File: config.mk
export PLATFORM = sky130hd
export DESIGN_NAME = rv_outstanding_limiter
export DESIGN_NICKNAME = d
export VERILOG_FILES = /design/src/rtl/rv_outstanding_limiter.sv
export SDC_FILE = /design/constraint.sdc
export NUM_CORES = 1
export LEC_CHECK = 0
export CAP_MARGIN = 20
export CELL_PAD_IN_SITES_DETAIL_PLACEMENT = 2
export CELL_PAD_IN_SITES_GLOBAL_PLACEMENT = 2
export CORE_UTILIZATION = 25
export CTS_CLUSTER_DIAMETER = 200
export DETAILED_ROUTE_END_ITERATION = 12
export GPL_TIMING_DRIVEN = 0
export PLACE_DENSITY_LB_ADDON = 0.05
export SLEW_MARGIN = 40
export SYNTH_ARGS = -nofsm -noshare
export SYNTH_HDL_FRONTEND = slang
export SYNTH_SLANG_ARGS = --single-unit
File: constraint.sdc
create_clock -name clk -period 6 [get_ports clk]
set_input_delay 0.9 -clock clk [delete_from_list [all_inputs] [get_ports clk]]
set_output_delay 0.9 -clock clk [all_outputs]
set_load 0.02 [all_outputs]
File: src/rtl/rv_outstanding_limiter.sv
// rv_outstanding_limiter: caps in-flight requests with a 1-entry request register and a 2-entry response skid buffer.
// Optional watchdog: define RV_LIMITER_TIMEOUT_EN to enable the timeout flag.
module rv_outstanding_limiter #(
    parameter int DATA_WIDTH      = 16,
    parameter int MAX_OUTSTANDING = 4,
    parameter int TIMEOUT_CYCLES  = 255
) (
    input  logic                  clk,
    input  logic                  rst,
    input  logic [DATA_WIDTH-1:0] up_req_data,
    input  logic                  up_req_valid,
    output logic                  up_req_ready,
    output logic [DATA_WIDTH-1:0] up_rsp_data,
    output logic                  up_rsp_valid,
    input  logic                  up_rsp_ready,
    output logic [DATA_WIDTH-1:0] dn_req_data,
    output logic                  dn_req_valid,
    input  logic                  dn_req_ready,
    input  logic [DATA_WIDTH-1:0] dn_rsp_data,
    input  logic                  dn_rsp_valid,
    output logic                  dn_rsp_ready,
    output logic [3:0]            outstanding,
    output logic                  err_unexpected_rsp,
    output logic                  timeout
);
    if (MAX_OUTSTANDING < 1 || MAX_OUTSTANDING > 15 || TIMEOUT_CYCLES < 1 || TIMEOUT_CYCLES > 65535) begin : g_bad_cfg
        $error("rv_outstanding_limiter: parameter out of range");
    end
    logic                  req_full;
    logic [DATA_WIDTH-1:0] req_data;
    logic [DATA_WIDTH-1:0] rsp_mem [2];
    logic                  rd_ptr, wr_ptr, rsp_rdy, err_q;
    logic [1:0]            rsp_cnt, rsp_cnt_next;
    logic [3:0]            out_q, cap;
    logic                  up_req_hs, up_rsp_hs, dn_req_hs, dn_rsp_hs, drop, push, dec;
    // Handshakes, slot accounting and the drop decision for unsolicited responses
    always_comb begin
        up_rsp_hs    = (rsp_cnt != 2'd0) & up_rsp_ready;
        dec          = up_rsp_hs & (out_q != 4'd0);
        cap          = out_q - {3'd0, dec};
        up_req_ready = (~req_full | dn_req_ready) & (cap < 4'(MAX_OUTSTANDING));
        up_req_hs    = up_req_valid & up_req_ready;
        dn_req_hs    = req_full & dn_req_ready;
        dn_rsp_hs    = dn_rsp_valid & rsp_rdy;
        drop         = dn_rsp_hs & (out_q == 4'd0) & ~up_req_hs;
        push         = dn_rsp_hs & ~drop;
        rsp_cnt_next = rsp_cnt + {1'b0, push} - {1'b0, up_rsp_hs};
    end
    assign dn_req_valid       = req_full;
    assign dn_req_data        = req_data;
    assign up_rsp_valid       = rsp_cnt != 2'd0;
    assign up_rsp_data        = rsp_mem[rd_ptr];
    assign dn_rsp_ready       = rsp_rdy;
    assign outstanding        = out_q;
    assign err_unexpected_rsp = err_q;
    // Request forward register, in-flight count and sticky unexpected-response flag
    always_ff @(posedge clk) begin
        if (rst) begin
            req_full <= 1'b0;
            out_q    <= 4'd0;
            err_q    <= 1'b0;
        end else begin
            if (dn_req_hs) req_full <= 1'b0;
            if (up_req_hs) begin
                req_full <= 1'b1;
                req_data <= up_req_data;
            end
            out_q <= out_q + {3'd0, up_req_hs} - {3'd0, dec};
            err_q <= err_q | drop;
        end
    end
    // Two-entry response skid buffer; ready is registered from the next occupancy
    always_ff @(posedge clk) begin
        if (rst) begin
            rsp_cnt <= 2'd0;
            rd_ptr  <= 1'b0;
            wr_ptr  <= 1'b0;
            rsp_rdy <= 1'b1;
        end else begin
            if (push) begin
                rsp_mem[wr_ptr] <= dn_rsp_data;
                wr_ptr          <= ~wr_ptr;
            end
            if (up_rsp_hs) rd_ptr <= ~rd_ptr;
            rsp_cnt <= rsp_cnt_next;
            rsp_rdy <= rsp_cnt_next != 2'd2;
        end
    end
`ifdef RV_LIMITER_TIMEOUT_EN
    logic [15:0] wd, wd_next;
    logic        to_q;
    // Watchdog: counts idle-response cycles while requests are in flight, saturating at the limit
    always_comb begin
        wd_next = (dn_rsp_hs || out_q == 4'd0) ? 16'd0 : (wd == 16'(TIMEOUT_CYCLES) ? wd : wd + 16'd1);
    end
    // Watchdog counter and sticky timeout flag
    always_ff @(posedge clk) begin
        if (rst) begin
            wd   <= 16'd0;
            to_q <= 1'b0;
        end else begin
            wd   <= wd_next;
            to_q <= to_q | (wd_next == 16'(TIMEOUT_CYCLES));
        end
    end
    assign timeout = to_q;
`else
    assign timeout = 1'b0;
`endif
endmodule
==> reports/metrics.json, run 1 <==
{
  "finish": {
    "final_layout_size_suffix_gt1_frac": 0.206,
    "layout.filler_cells": 914,
    "antenna-diode-count": 0,
    "post-route-util": 0.387,
    "post-route-cell-area_sq_mm": 0.00358,
    "flow.area_growth_from_synthesis_pct": 49.8,
    "final_cells": 372,
    "final_net_count": 286
  },
  "synthesis": {
    "postSynth.topFlopCell": "edfxtp_1",
    "syn-num-nets": 193,
    "asyncSetResetFlopFracSynth": 0,
    "synth_top_area_frac": 0.603,
    "synthTopCellsByCount": "48 x edfxtp_1, 16 x mux2_2, 12 x dfxtp_1, 11 x nor2_1, 9 x ha_1",
    "ys.warnings.count": 0,
    "main_combinational_cell_family_by_area_after_synthesis": "multiplexers",
    "flip_flop_and_latch_count_after_synthesis": 60,
    "yosys.area_share.simple": 0.0718,
    "synth_sequential_area_ratio": 0.704,
    "synth_fa_ha_area_frac": 0.0555,
    "area_fraction_in_compound_gates_after_synthesis": 0.0398,
    "synth_edf_count": 48,
    "ys_types": 34,
    "yosys.area.top_type": "edfxtp_1",
    "synth.cell_area_sq_mm": 0.00239,
    "synth_xor_area_frac": 0.0251,
    "syn-mean-instance-area_sq_um": 16.5,
    "synth.area.mux_share": 0.0817,
    "most_repeated_cell_in_the_gate_level_netlist_after_synthesis": "edfxtp_1",
    "synthTopCellsByArea": "edfxtp_1 60%, dfxtp_1 10%, mux2_2 7.5%",
    "synthesized_netlist_cell_count": 145
  },
  "worst_setup_path": {
    "critical_path.reg2reg.endpoint": "outstanding[1]",
    "crit_start": "up_rsp_ready",
    "worstSetupEndpoint": "up_req_ready",
    "crit_type": "in -> out",
    "timing.critical_path.arrival_ns": 2.79,
    "rrSetupSlack_ns": 2.98,
    "worst-path-max-fanout": 6,
    "timing.critical_path.to_type": "primary output",
    "required_ns": 5.10,
    "timing.reg2reg.worst_path_depth": 11,
    "r2r-start": "outstanding[1]",
    "critical_path.startpoint_type": "input port"
  },
  "clocking": {
    "cts_hold_buf": 0,
    "post_cts_buffers": 0,
    "depth_of_the_cts_h_tree": 3,
    "cts.sink_count": 60,
    "cts.root.buffer_cell": "clkbuf_8",
    "cts_resized": 0,
    "cts_tree": "yes",
    "clock_transition_at_the_register_clock_pins_on_the_worst_setup_and_hold_paths_after_cts_ns": 0.07,
    "clock_latency_ns": 0.34,
    "cts-root-to-sink-buffers": 2,
    "cts_made_buffers": 9
  },
  "pwr": {
    "power-per-cell-area_mw_per_mm2": 464,
    "power.ir.vdd_worst_v": 0.000191,
    "design_power_total_mw": 1.66,
    "total_leakage_power_nw": 1.27
  },
  "timing": {
    "fin_worst_skew_ns": 0.0123,
    "fmaxAchievable_ghz": 0.271,
    "tns_ns": 0,
    "rsz0062_at_grt": "no",
    "timing.final.crit_share": 0.616,
    "worstMarginPinSlew_ns": 0.653,
    "timing_hold_violations_final": 0,
    "drv_slew": 0,
    "final.hold.worst_slack_ns": 0.487,
    "relSlewSlack": 0.565,
    "period_minus_slack_ns": 3.69,
    "timing.final.setup_violations": 0,
    "finalWorstSetupSlack_ns": 2.31
  },
  "global_routing": {
    "initial_antenna_violation_count": 0,
    "number_of_global_route_vias_before_repair": 1756,
    "global_route_wire_length_before_repair_microns": 8920,
    "gr-usage-all-layers": 0.122,
    "grt_max_degree": 17,
    "grt_remaining_overflow": 0
  },
  "drt": {
    "detail_route.wl_per_cell_microns": 15.1,
    "via_per_inst": 4.05,
    "drt_first_iter_violations": 30,
    "highest_layer": "met4",
    "route.met3.wl_microns": 436,
    "via_count": 1506,
    "detail_route.wirelength_microns": 5600,
    "route.met2.wl_microns": 2840,
    "drt_first_pass_iters": 4,
    "wl_met1_microns": 2230,
    "antenna_left": 0,
    "drcViolationCount": 0
  },
  "die": {
    "die_w_microns": 99.7,
    "row_count": 35,
    "core_area_sq_mm": 0.00924,
    "dieHeight_microns": 99.7,
    "die_area_sq_mm": 0.00995,
    "floorplan.initialDensity": 0.258,
    "top_level_ports": 80
  },
  "placement": {
    "placed_cells": 356,
    "place_worst_setup_slack_ns": 2.26,
    "gp_congestion": 0.696,
    "hpwl_microns": 4090,
    "port-buffer-count": 78,
    "dpl-instance-area_sq_mm": 0.00337
  },
  "status": {
    "outcome": "completed"
  },
  "hold_path": {
    "holdCritStartpoint": "err_unexpected_rsp",
    "hold_removal_path_class": "reg -> reg"
  },
  "job": {
    "cap_violations": 0
  }
}
where the power goes:
part	switching, mW	internal [mW]
sequential	0.0365	0.548
clock	0.177	0.193
combinational	0.361	0.342
total	0.575	1.08
placed cells by master, fill, tap and decap left out, drive strengths merged, types with 3 or more instances in the layout:
cell	Yosys	final
inv	8	9
a21oi	4	4
clkdlybuf4s50	0	78
clkbuf	2	11
dfxtp	12	12
ha	9	9
nor2b	5	5
buf	2	6
mux2	17	17
nor2	11	11
edfxtp	48	48
xnor2	4	4
clkinvlp	0	3
cell type report:
cell class,count,area (sq um),area share
Buffer,4,18.8,0.00525
Clock buffer,9,124,0.0346
Clock inverter,7,75.1,0.0210
Inverter,8,30.0,0.00839
Multi-Input combinational cell,73,676,0.189
Sequential cell,60,1680,0.470
Tap cell,129,161,0.0451
Timing Repair Buffer,82,811,0.227
state kept, by name (all words and copies together), names as in the netlist, named ones only:
| signal | flops |
|---|---|
| dn_req_data | 16 |
| err_unexpected_rsp | 1 |
| outstanding | 4 |
| rsp_mem | 32 |
| dn_req_valid | 1 |
| wr_ptr | 1 |
| rd_ptr | 1 |
| rsp_cnt | 2 |
| dn_rsp_ready | 1 |
critical path, cell delays in order:
cell and delay (ns):
clkdlybuf4s50_1 0.47, o21a_4 0.19, a32oi_4 0.12, xnor2_2 0.27, and3_2 0.24, clkdlybuf4s50_1 0.60
metal layers:
layer  global-route usage  vias up
li1                     -      711
met1                0.130      735
met2                0.210       52
met3               0.0485        8
met4               0.0611        0
met5                    0        -
how the worst min path moves through the flow:
stage                    endpoint  slack [ns]  cells after the start
2_1_floorplan            register        0.48                      2
3_3_place_gp   err_unexpected_rsp        0.45                      1
3_5_place_dp   err_unexpected_rsp        0.49                      1
4_1_cts        err_unexpected_rsp        0.50                      1
5_1_grt        err_unexpected_rsp        0.53                      1
6_report       err_unexpected_rsp        0.49                      1
kinds of logic after synthesis:
| kind of cell | after synthesis |
|---|---|
| DFF | 60 |
| other | 1 |
| AOI/OAI and AO/OA | 8 |
| buffers and inverters | 12 |
| muxes | 17 |
| xor gates and xnor gates | 6 |
| adders and majority gates | 10 |
| and+or+nand+nor | 31 |
Power figures use the tool's default switching activity.
==> run 2: changes to the inputs <==
Clock period 6 ns to 3.7 ns, I/O delays scaled along.
==> results of run 2 <==
The final DEF is identical to that of run 1. Status: completed.
Main changes from that run: setup slack after placement 2.26 ns -> 0.499 ns; setup slack after layout 2.31 ns -> 0.508 ns; start point of the critical path up_rsp_ready -> outstanding[1]; register-to-register setup slack 2.98 ns -> 0.68 ns; total power 1.66 mW -> 2.69 mW; worst IR drop on VDD 0.000191 V -> 0.000311 V
==> run 3: changes to the inputs <==
Settings changed: CORE_MARGIN from default to 2, SLEW_MARGIN 40 to 30.
==> reports/metrics.json, run 3 (same netlist as run 1, synthesis figures left out) <==
{
  "status": {
    "outcome": "completed"
  },
  "die": {
    "die_w": {"value": 102, "unit": "microns", "change": "+2.0%"},
    "die_area": {"value": 0.0104, "unit": "sq mm", "change": "+4.0%"},
    "top_level_ports": {"value": 80, "change": "unchanged"},
    "dieHeight": {"value": 102, "unit": "microns", "change": "+2.0%"},
    "core_area": {"value": 0.00924, "unit": "sq mm", "change": "unchanged"},
    "row_count": {"value": 35, "change": "unchanged"},
    "floorplan.initialDensity": {"value": 0.258, "change": "unchanged"}
  },
  "placement": {
    "place_worst_setup_slack_ns": 0.543,
    "dpl-instance-area": {"value": 0.00338, "unit": "sq mm", "change": "+0.22%"},
    "hpwl": {"value": 4320, "unit": "microns", "change": "+5.6%"},
    "port-buffer-count": {"value": 78, "change": "unchanged"},
    "gp_congestion": {"value": 0.724, "change": "+3.9%"},
    "placed_cells": {"value": 356, "change": "unchanged"}
  },
  "global_routing": {
    "global_route_wire_length_before_repair": {"value": 9090, "unit": "microns", "change": "+1.9%"},
    "number_of_global_route_vias_before_repair": {"value": 1744, "change": "-0.68%"},
    "grt_max_degree": {"value": 17, "change": "unchanged"},
    "gr-usage-all-layers": {"value": 0.120, "change": "-0.00208"},
    "initial_antenna_violation_count": {"value": 0, "change": "unchanged"},
    "grt_remaining_overflow": {"value": 0, "change": "unchanged"}
  },
  "worst_setup_path": {
    "rrSetupSlack_ns": 0.73,
    "worstSetupEndpoint": "up_req_ready",
    "r2r-start": "outstanding[1]",
    "critical_path.reg2reg.endpoint": "outstanding[2]",
    "worst-path-max-fanout": {"value": 6, "change": "unchanged"},
    "required_ns": 3.14,
    "critical_path.startpoint_type": "register",
    "timing.critical_path.slowest_stage_cell": "clkdlybuf4s50_1",
    "timing.critical_path.arrival_ns": 2.64,
    "crit_type": "reg -> out",
    "crit_start": "outstanding[1]",
    "critical-path-max-stage-delay": {"value": 0.60, "unit": "ns", "change": "about the same"},
    "worst_path_cell_chain": "inv_1, ha_1, and2b_4, a32oi_4, xnor2_2, and3_2, clkdlybuf4s50_1",
    "timing.reg2reg.worst_path_depth": {"value": 12, "change": "+1"},
    "timing.critical_path.to_type": "primary output"
  },
  "timing": {
    "final.hold.worst_slack": {"value": 0.496, "unit": "ns", "change": "+0.00871 ns"},
    "finalWorstSetupSlack_ns": 0.509,
    "fmaxAchievable_ghz": 0.313,
    "relSlewSlack": {"value": 0.473, "change": "-0.0918"},
    "rsz0062_at_grt": "no",
    "tns": {"value": 0, "unit": "ns", "change": "unchanged"},
    "drv_slew": {"value": 0, "change": "unchanged"},
    "fin_worst_skew": {"value": 0.00675, "unit": "ns", "change": "-0.00552 ns"},
    "period_minus_slack_ns": 3.19,
    "timing_hold_violations_final": {"value": 0, "change": "unchanged"},
    "timing.final.crit_share": 0.862,
    "timing.final.setup_violations": {"value": 0, "change": "unchanged"},
    "worstMarginPinSlew": {"value": 0.790, "unit": "ns", "change": "+0.137 ns"}
  },
  "pwr": {
    "power.ir.vdd_worst_v": 0.000329,
    "total_leakage_power": {"value": 1.27, "unit": "nW", "change": "+0.15%"},
    "power-per-cell-area_mw_per_mm2": 751,
    "design_power_total_mw": 2.68
  },
  "clocking": {
    "cts_resized": {"value": 0, "change": "unchanged"},
    "cts_hold_buf": {"value": 0, "change": "unchanged"},
    "cts.root.buffer_cell": "clkbuf_8",
    "depth_of_the_cts_h_tree": {"value": 3, "change": "unchanged"},
    "cts-root-to-sink-buffers": {"value": 2, "change": "unchanged"},
    "cts.sink_count": {"value": 60, "change": "unchanged"},
    "clock_transition_at_the_register_clock_pins_on_the_worst_setup_and_hold_paths_after_cts": {"value": 0.07, "unit": "ns", "change": "about the same"},
    "clock_latency": {"value": 0.33, "unit": "ns", "change": "about the same"},
    "cts_made_buffers": {"value": 9, "change": "unchanged"},
    "cts_tree": "yes",
    "post_cts_buffers": {"value": 0, "change": "unchanged"}
  },
  "finish": {
    "post-route-util": {"value": 0.387, "change": "-0.000542"},
    "post-route-cell-area": {"value": 0.00357, "unit": "sq mm", "change": "-0.14%"},
    "flow.area_growth_from_synthesis_pct": 49.6,
    "final_cells": {"value": 372, "change": "unchanged"},
    "mostFrequentLayoutCell": "clkdlybuf4s50_1",
    "largest_reg_flops": {"value": 32, "change": "unchanged"},
    "final_layout_size_suffix_gt1_frac": {"value": 0.202, "change": "-0.00412"},
    "antenna-diode-count": {"value": 0, "change": "unchanged"},
    "regMostFlops": "rsp_mem",
    "final_net_count": {"value": 286, "change": "unchanged"},
    "layout.filler_cells": {"value": 923, "change": "+0.98%"},
    "most-common-layout-cells": "78 x clkdlybuf4s50_1, 48 x edfxtp_1, 16 x mux2_2"
  },
  "drt": {
    "drt_first_iter_violations": {"value": 21, "change": "-30%"},
    "drt_first_pass_iters": {"value": 4, "change": "unchanged"},
    "via_count": {"value": 1503, "change": "-0.20%"},
    "drcViolationCount": {"value": 0, "change": "unchanged"},
    "antenna_left": {"value": 0, "change": "unchanged"},
    "detail_route.wirelength": {"value": 5760, "unit": "microns", "change": "+2.9%"},
    "via_per_inst": {"value": 4.04, "change": "-0.20%"},
    "detail_route.wl_per_cell": {"value": 15.5, "unit": "microns", "change": "+2.9%"}
  },
  "job": {
    "cap_violations": {"value": 0, "change": "unchanged"}
  },
  "hold_path": {
    "hold_removal_path_class": "reg -> reg"
  }
}
==> run 3: changes by cell type in the layout (fill, tap and decap cells not counted), sizes merged <==
cell / before / now
clkinvlp: 3 / 2
clkbuf: 11 / 12
==> run 3: worst min path at each step <==
stage                         end  slack (ns)          startpoint  cells after the start
6_report       err_unexpected_rsp        0.50  err_unexpected_rsp                      1
5_1_grt        err_unexpected_rsp        0.53  err_unexpected_rsp                      1
4_1_cts        err_unexpected_rsp        0.51  err_unexpected_rsp                      1
3_5_place_dp   err_unexpected_rsp        0.50  err_unexpected_rsp                      1
3_3_place_gp   err_unexpected_rsp        0.46  err_unexpected_rsp                      1
2_1_floorplan            register        0.48              rd_ptr                      2
==> run 3: cell type report <==
type	instances	area [sq um]	share of cell area
flip-flops and latches	60	1680	0.471
multi-input cells	73	671	0.188
plain buffers	4	18.8	0.00525
well taps	129	161	0.0452
repair buffers	82	818	0.229
inverters	8	30.0	0.00841
clock inverters	6	63.8	0.0179
clock buffers	10	128	0.0357
==> run 3: per-layer routing <==
metal / global-route usage / wire length (microns)
met2: 0.208 / 3040
met3: 0.0497 / 454
met5: 0 / 0
met4: 0.0530 / 71
met1: 0.128 / 2190
==> run 3: power by group <==
| group | total (mW) | internal, mW | switching, mW |
|---|---|---|---|
| Clock | 0.587 | 0.311 | 0.276 |
| Combinational | 1.15 | 0.557 | 0.588 |
| Sequential | 0.950 | 0.890 | 0.0602 |
==> run 3: critical path, delay by kind of cell (launching register included) <==
kind | cells | cell delay, ns
simple gates | 2 | 0.43
xor+xnor | 1 | 0.18
buf+inv | 2 | 0.75
flops | 1 | 0.43
compound gates | 1 | 0.24
fa+ha+maj | 1 | 0.28
